<file path="src/rtl/issue_dispatch.sv">
// Dual-issue dispatch stage: picks 0, 1 or 2 instructions from the issue
// buffer head, checks load-use and intra-pair hazards, and registers the
// chosen pair into the EX stage. Also counts issued instructions and bubbles.
//
// Instruction set layout (53 bits, MSB..LSB):
//   [52:21] pc, [20:16] rf_raddr2, [15:11] rf_raddr1, [10:6] rf_rd,
//   [5:3] br_type, [2] mem_we, [1] wb_sel, [0] rf_we
module issue_dispatch (
    input  logic        clk,
    input  logic        rst,
    input  logic [52:0] i_PC_set1,
    input  logic [52:0] i_PC_set2,
    input  logic [1:0]  i_is_valid,
    input  logic        flush_BR,
    input  logic        stall_DCache,
    output logic [1:0]  o_usingNUM,
    output logic [52:0] o_EX_set1,
    output logic [52:0] o_EX_set2,
    output logic [1:0]  o_EX_valid,
    output logic        o_bubble,
    output logic [31:0] o_issue_cnt,
    output logic [31:0] o_bubble_cnt
);

    localparam int RA2_LSB = 16;
    localparam int RA1_LSB = 11;
    localparam int RD_LSB  = 6;
    localparam int BR_LSB  = 3;
    localparam int MEMWE_B = 2;
    localparam int WBSEL_B = 1;
    localparam int RFWE_B  = 0;

    function automatic logic [4:0] f_rd(input logic [52:0] s);
        return s[RD_LSB +: 5];
    endfunction

    function automatic logic [4:0] f_ra1(input logic [52:0] s);
        return s[RA1_LSB +: 5];
    endfunction

    function automatic logic [4:0] f_ra2(input logic [52:0] s);
        return s[RA2_LSB +: 5];
    endfunction

    function automatic logic is_mem(input logic [52:0] s);
        return s[WBSEL_B] | s[MEMWE_B];
    endfunction

    function automatic logic writes_rd(input logic [52:0] s);
        return s[RFWE_B] && (f_rd(s) != 5'd0);
    endfunction

    // True when producer p is a valid load whose destination feeds a source of c.
    function automatic logic load_hit(input logic [52:0] p, input logic pv,
                                      input logic [52:0] c);
        return pv && p[WBSEL_B] && writes_rd(p) &&
               ((f_rd(p) == f_ra1(c)) || (f_rd(p) == f_ra2(c)));
    endfunction

    logic haz_a;
    logic haz_b;
    logic raw_pair;
    logic mem_pair;
    logic br_a;
    logic waw_pair;
    logic issue_a;
    logic issue_b;
    logic normal_edge;

    // Hazard detection against the current EX registers and within the pair.
    always_comb begin
        haz_a    = load_hit(o_EX_set1, o_EX_valid[1], i_PC_set1) |
                   load_hit(o_EX_set2, o_EX_valid[0], i_PC_set1);
        haz_b    = load_hit(o_EX_set1, o_EX_valid[1], i_PC_set2) |
                   load_hit(o_EX_set2, o_EX_valid[0], i_PC_set2);
        raw_pair = writes_rd(i_PC_set1) &&
                   ((f_rd(i_PC_set1) == f_ra1(i_PC_set2)) ||
                    (f_rd(i_PC_set1) == f_ra2(i_PC_set2)));
        mem_pair = is_mem(i_PC_set1) & is_mem(i_PC_set2);
        br_a     = (i_PC_set1[BR_LSB +: 3] != 3'd0);
        waw_pair = writes_rd(i_PC_set1) && writes_rd(i_PC_set2) &&
                   (f_rd(i_PC_set1) == f_rd(i_PC_set2));
        issue_a  = i_is_valid[1] & ~haz_a;
        issue_b  = issue_a & i_is_valid[0] & ~haz_b & ~raw_pair &
                   ~mem_pair & ~br_a & ~waw_pair;
    end

    // Consumption count and bubble flag back to the issue buffer.
    always_comb begin
        normal_edge = ~flush_BR & ~stall_DCache;
        o_usingNUM  = 2'b00;
        if (normal_edge) begin
            if (issue_b) begin
                o_usingNUM = 2'b10;
            end else if (issue_a) begin
                o_usingNUM = 2'b01;
            end
        end
        o_bubble = i_is_valid[1] & ~issue_a & normal_edge;
    end

    // EX stage registers: flush kills valids, stall holds, otherwise load.
    always_ff @(posedge clk or posedge rst) begin
        if (rst) begin
            o_EX_set1  <= '0;
            o_EX_set2  <= '0;
            o_EX_valid <= 2'b00;
        end else if (flush_BR) begin
            o_EX_valid <= 2'b00;
        end else if (!stall_DCache) begin
            o_EX_set1  <= i_PC_set1;
            o_EX_set2  <= i_PC_set2;
            o_EX_valid <= {issue_a, issue_b};
        end
    end

    // Performance counters; both wrap naturally and hold on flush or stall.
    always_ff @(posedge clk or posedge rst) begin
        if (rst) begin
            o_issue_cnt  <= 32'd0;
            o_bubble_cnt <= 32'd0;
        end else if (normal_edge) begin
            o_issue_cnt  <= o_issue_cnt + {30'd0, o_usingNUM};
            if (o_bubble) begin
                o_bubble_cnt <= o_bubble_cnt + 32'd1;
            end
        end
    end

endmodule

</file>
<file path="config.mk">
export PLATFORM = sky130hd
export DESIGN_NAME = issue_dispatch
export DESIGN_NICKNAME = d
export VERILOG_FILES = /design/src/rtl/issue_dispatch.sv
export SDC_FILE = /design/constraint.sdc
export NUM_CORES = 1
export LEC_CHECK = 0
export CORE_MARGIN = 4
export CORE_UTILIZATION = 27
export DETAILED_ROUTE_END_ITERATION = 8
export HOLD_SLACK_MARGIN = 0.1
export MAX_ROUTING_LAYER = met4
export PLACE_DENSITY = 0.64
export SYNTH_ARGS = -nofsm -noshare
export SYNTH_HDL_FRONTEND = slang
export SYNTH_SLANG_ARGS = --single-unit
</file>
<file path="constraint.sdc">
create_clock -name clk -period 9.4 [get_ports clk]
set_clock_uncertainty 0.1 [all_clocks]
set_input_delay 1.41 -clock clk [delete_from_list [all_inputs] [get_ports clk]]
set_output_delay 1.41 -clock clk [all_outputs]
set_load 0.005 [all_outputs]
</file>
==> impl_metrics.toml, run 1 <==
[run_status]
status = "complete, no violations"

[cts]
clock_path_buffers = 2
clockRootBuffer = "clkbuf_16"
htreeDepth = 4
postCtsSetupBuffers = 0
cts_hold_buffers = 0
cts_resized = 0
tritoncts = "yes"
clk_pin_slew_ns = 0.08
numCtsBuffers = 17
clock_latency_ns = 0.43
clock_sinks = 172

[synth]
syn-num-nets = 953
syn-mean-instance-area_um2 = 9.33
synth-adder-area-share = 0.00737
synth.distinct_cells = 46
async_flop_share = 1.00
synthXorXnorAreaFrac = 0.130
synthMuxAreaShare = 0
synth_simple_gate_area_frac = 0.263
synth-compound-area-share = 0.0202
synth_top_family_by_area = "simple AND/OR/NAND/NOR gates"
synth_edf_count = 0
netlist_instances = 837
mappedNetlistArea_um2 = 7810
ys_seq_area_frac = 0.551
ys.flop_type = "dfrtp_1"
synth-seq-cells = 172
ys.warnings.count = 0

[grt]
grt_usage = 0.160
first_global_vias = 6676
overflow = 0
antenna_found_initial = 1
grt_start_max_net_pins = 99
grt_pass1_wl_mm = 38.2

[floorplan]
fp.dieH_um = 178
rows = 61
core_um2 = 28200
die_w_um = 178
die-area_um2 = 31700
io_pins = 287
start_util = 0.277

[layout]
nets = 1223
drive_gt1_frac = 0.0464
instances_no_fill = 1499
nFillCells = 2760
area_growth_syn_to_layout_pct = 47.9

[min_path]
min_to = "o_bubble_cnt[31]"
hp-start = "o_bubble_cnt[31]"
hold_path.class = "flop to flop"
min_path_cells = 1

[power_and_ir_drop]
power_leakage_nw = 5.29
ir_worst_vdd_mv = 0.0985
power_per_cell_area_nw_per_um2 = 162

[critical_path]
r2r_slack_ns = 4.91
path_class = "input pin to output port"
crit_start = "i_PC_set2[6]"
worst_setup_path_end_kind = "output port"
rr_worst_depth = 13
startpoint_type = "input pin"
path_max_fanout = 3
reg2reg_from = "o_EX_set1[8]"
arrival_ns = 3.90
reg2reg_to = "o_issue_cnt[26]"
required_ns = 7.89

[placed_design]
placed_cells_incl_taps = 1466
io_buffers = 286
dp_hpwl_mm = 18.0
place.gp.congestion = 0.766

[timing]
finalSetupTns_ns = 0
drv_slew = 0
setup_violations = 0
worstMarginPinSlew_ns = 1.12
rsz0062_at_grt = "false"
fin_crit_ns = 5.41
hold_viol_final = 0
max_slew_margin = 0.256
period_share = 0.575
max_freq_mhz = 185

[drt]
maxUsedRoutingLayer = "met4"
antenna_left = 0
vias = 6613
wl_met2_mm = 11.7
totalWireLength_mm = 24.9
wl_met3_mm = 1.73
dr.pass1.iters = 4
drcViolationCount = 0
wl_met1_mm = 10.8
drt_iter0_markers = 343
routed_via_density = 4.41
wire_per_inst_um = 16.6

[run]
drv_cap = 0
worst max-delay path by stage:
stage | end | depth (start not counted)
6_report | o_usingNUM[1] | 9
5_1_grt | o_usingNUM[1] | 9
4_1_cts | o_usingNUM[1] | 6
3_5_place_dp | o_issue_cnt[26] | 12
3_3_place_gp | o_issue_cnt[26] | 12
2_1_floorplan | o_EX_set1[0] | 1
synth_stat cells (6+ instances only):
library cell	instances	share of area
nand2_1	354	0.17
dfrtp_1	172	0.55
inv_1	6	0.0029
buf_2	8	0.0051
clkbuf_1	23	0.011
nor2_1	27	0.013
nand3_1	35	0.022
xnor2_1	52	0.058
xor2_1	62	0.070
nand4_1	13	0.010
nor3_1	19	0.012
and3_1	8	0.0064
per-stage QoR:
| stage | utilization | power [mW] | area (um2) | hold slack [ns] | setup WS (ns) |
|---|---|---|---|---|---|
| after CTS | 0.410 | 1.90 | 11600 | 0.378 | 3.93 |
| after detailed placement | 0.390 | 1.20 | 11000 | 0.361 | 3.79 |
| final | 0.410 | 1.88 | 11600 | 0.370 | 3.99 |
| after global placement | 0.390 | 1.20 | 11000 | 0.357 | 3.86 |
| after floorplan | - | 0.983 | 7810 | 0.365 | 3.23 |
| after global routing | 0.410 | 1.98 | 11600 | 0.380 | 3.80 |
placed cells by master (no fill, tap or decap), types with 2 or more instances in the layout:
| master | instances |
|---|---|
| and2_1 | 3 |
| inv_6 | 6 |
| nor3_2 | 2 |
| dfrtp_1 | 172 |
| inv_8 | 3 |
| ha_1 | 3 |
| clkbuf_16 | 17 |
| nand2_1 | 354 |
| xnor2_1 | 52 |
| nand4_1 | 13 |
| nor2_1 | 27 |
| nand2_4 | 2 |
| clkinvlp_4 | 2 |
| nor4_1 | 5 |
| inv_1 | 5 |
| a21oi_1 | 5 |
| and4_1 | 3 |
| clkdlybuf4s50_1 | 286 |
| buf_4 | 5 |
| nor3_1 | 19 |
| and3_1 | 8 |
| xor2_1 | 62 |
| nand3_1 | 35 |
| clkinv_2 | 2 |
| or4_1 | 2 |
| o22ai_1 | 2 |
final cells by class:
type / instances / area [um2] / area share
flip-flops and latches: 172 / 4300 / 0.373
multi-input cells: 619 / 3290 / 0.285
repair buffers: 291 / 2900 / 0.251
well taps: 378 / 473 / 0.0409
clock buffers: 18 / 429 / 0.0371
clock inverters: 14 / 128 / 0.0110
inverters: 6 / 27.5 / 0.00238
diodes: 1 / 2.50 / 0.000217
power breakdown:
part	leakage, nW	switching (mW)	internal (mW)
logic	2.80	0.140	0.192
clock network	0.271	0.340	0.350
registers	2.22	0.0541	0.800
flip-flops by register name, summed over array words and instances (netlist names):
register / count
o_EX_set1: 53
o_EX_set2: 53
o_EX_valid: 2
o_bubble_cnt: 32
o_issue_cnt: 32
cell families (layout without fill, tap and decap cells):
logic type,Yosys count,in the layout
fa+ha+maj,4,4
simple gates,483,483
xor+xnor,115,115
compound gates,17,17
flops,172,172
other cells,0,1
buf+inv,46,329
worst max-delay path, cell delays in order:
cell             delay, ns
clkdlybuf4s50_1       0.50
nor4_1                0.33
nor3_1                0.07
a21oi_1               0.12
nor2_1                0.06
o221ai_1              0.36
nand2_1               0.17
nor3_1                0.27
clkdlybuf4s50_1       0.60
routing by layer:
metal,vias to the layer above,global-route usage
li1,3209,-
met1,3172,0.200
met2,193,0.252
met3,39,0.0432
met4,0,0.0522
met5,-,-
No activity file was read; power rests on OpenSTA's default activity.
==> run 2, diff against run 1 <==
==> constraint.sdc (replaced) <==
create_clock -name clk -period 5.3 [get_ports clk]
set_clock_uncertainty 0.1 [all_clocks]
set_input_delay 0.795 -clock clk [delete_from_list [all_inputs] [get_ports clk]]
set_output_delay 0.795 -clock clk [all_outputs]
set_load 0.005 [all_outputs]
==> impl_metrics.toml, run 2 (synthesis gave the netlist of run 1 again) <==
[placed_design]
post_dp_cell_area_um2 = 11000
dp_hpwl_mm = 17.6
place.gp.congestion = 0.875
io_buffers = 286

[grt]
grt_pass1_wl_mm = 38.6
overflow = 0
antenna_found_initial = 2
grt_start_max_net_pins = 173
grt_usage = 0.159
first_global_vias = 6785

[power_and_ir_drop]
power_frac_clock = 0.374
sw_frac_of_total = 0.274
switchingPower_uw = 921
power_leakage_nw = 5.30
ir_worst_vdd_mv = 0.163
power_frac_seq = 0.450
power_mw = 3.36
comb_power_share = 0.175
p_int_mw = 2.44
power_per_cell_area_nw_per_um2 = 290

[min_path]
min_to = "o_EX_set2[50]"
hp-start = "o_EX_set2[50]"
hold_path.class = "flop to flop"
min_path_cells = 2

[drt]
wire_per_inst_um = 16.5
vias = 6605
drt_iter0_markers = 345
routed_via_density = 4.40
drcViolationCount = 0
dr.pass1.iters = 4
totalWireLength_mm = 24.8
antenna_left = 0

[cts]
numCtsBuffers = 17
clk_pin_slew_ns = 0.07
cts_resized = 0
cts_hold_buffers = 0
htreeDepth = 4
clockRootBuffer = "clkbuf_16"
clock_latency_ns = 0.42
tritoncts = "yes"
postCtsSetupBuffers = 0
clock_path_buffers = 2
clock_sinks = 172

[critical_path]
arrival_ns = 4.69
startpoint_type = "input pin"
reg2reg_from = "o_EX_set1[7]"
required_ns = 5.51
r2r_slack_ns = 0.88
crit_start = "i_PC_set2[13]"
path_max_fanout = 4
crit_chain = "clkdlybuf4s50_1, xor2_1, nor3_1, nand3_1, o31ai_1, o221ai_1, a211oi_1, ha_1, inv_1, fa_1, nor3_1, nand4_1, nor3_1, and3_1, nand4_1, xnor2_1"
path_common_cell = "nor3_1"
worst_setup_path_end_kind = "flop"
rr_worst_depth = 13
crit_slowest_cell = "clkdlybuf4s50_1"
crit_path_max_incr_delay_ns = 0.57
path_class = "input pin to flop"
reg2reg_to = "o_issue_cnt[26]"

[timing]
finalHoldWorstSlack_ns = 0.373
hold_viol_final = 0
worstMarginPinSlew_ns = 1.07
fin_crit_ns = 4.48
max_slew_margin = 0.288
max_freq_mhz = 223
finalSetupTns_ns = 0
rsz0062_at_grt = "false"
period_share = 0.846
drv_slew = 0
setup_violations = 0

[layout]
nFillCells = 2758
final_common_cell = "nand2_1"
reg_top3 = "o_EX_set1: 53 flops, o_EX_set2: 53 flops"
drive_gt1_frac = 0.0464
nets = 1224
final_cell_mix = "nand2_1 (354), clkdlybuf4s50_1 (286), dfrtp_1 (172), xor2_1 (62), xnor2_1 (52)"
final_util = 0.412
postLayoutCellArea_um2 = 11600
area_growth_syn_to_layout_pct = 48.5

[floorplan]
core_um2 = 28200
die_w_um = 178
die-area_um2 = 31700
start_util = 0.277
fp.dieH_um = 178
io_pins = 287
rows = 61

[run]
drv_cap = 0

[run_status]
status = "complete, no violations"
==> run 2: cell count changes in the layout (fill, tap and decap cells not counted), sizes merged <==
| cell | change |
|---|---|
| diode | +1 |
| bufinv | +1 |
| clkbuf | +2 |
| clkinv | -1 |
| inv | -4 |
| buf | +1 |
| clkinvlp | +2 |
==> run 2: final cells by class <==
class,count,area (um2),area share
sequential,172,4300,0.371
timing repair buffer,292,2920,0.252
clock buffer,20,447,0.0385
multi-input combinational,619,3290,0.284
tap,378,473,0.0408
antenna,2,5.00,0.000432
inverter,6,26.3,0.00227
clock inverter,12,130,0.0112
==> run 2: layer usage <==
layer / vias up / GRT usage / share of wire
met2: 212 / 0.248 / 0.47
met3: 21 / 0.0403 / 0.071
li1: 3208 / - / -
met5: - / - / 0
met1: 3164 / 0.210 / 0.45
met4: 0 / 0.0400 / 0.015
==> run 2: per-stage QoR <==
step                worst slack (ns)  instances
floorplan                       1.30        837
global placement               0.453       1467
detailed placement             0.376       1467
CTS                            0.799       1499
global route                   0.401       1501
finish                         0.818       1501
==> run 2: power by group through the flow <==
| stage | combinational [mW] | sequential (mW) | clock [mW] |
|---|---|---|---|
| floorplan | 0.229 | 1.52 | 0 |
| global placement | 0.596 | 1.53 | 0 |
| detailed placement | 0.598 | 1.54 | 0 |
| CTS | 0.602 | 1.51 | 1.30 |
| global route | 0.649 | 1.53 | 1.36 |
| finish | 0.589 | 1.51 | 1.26 |
==> run 2: worst max path at each step <==
stage	endpoint	cells past startpoint	slack, ns
after floorplan	o_issue_cnt[26]	15	1.30
after global placement	o_issue_cnt[26]	15	0.45
after detailed placement	o_issue_cnt[26]	15	0.38
after CTS	o_issue_cnt[26]	13	0.80
after global routing	o_issue_cnt[26]	13	0.40
final	o_issue_cnt[26]	16	0.82
==> run 2: worst max-delay path: cells and delay by family <==
| family | cells | cell delay (ns) |
|---|---|---|
| simple gates | 7 | 1.54 |
| compound gates | 3 | 0.68 |
| fa+ha+maj | 2 | 0.66 |
| buf+inv | 2 | 0.63 |
| xor+xnor | 2 | 0.38 |
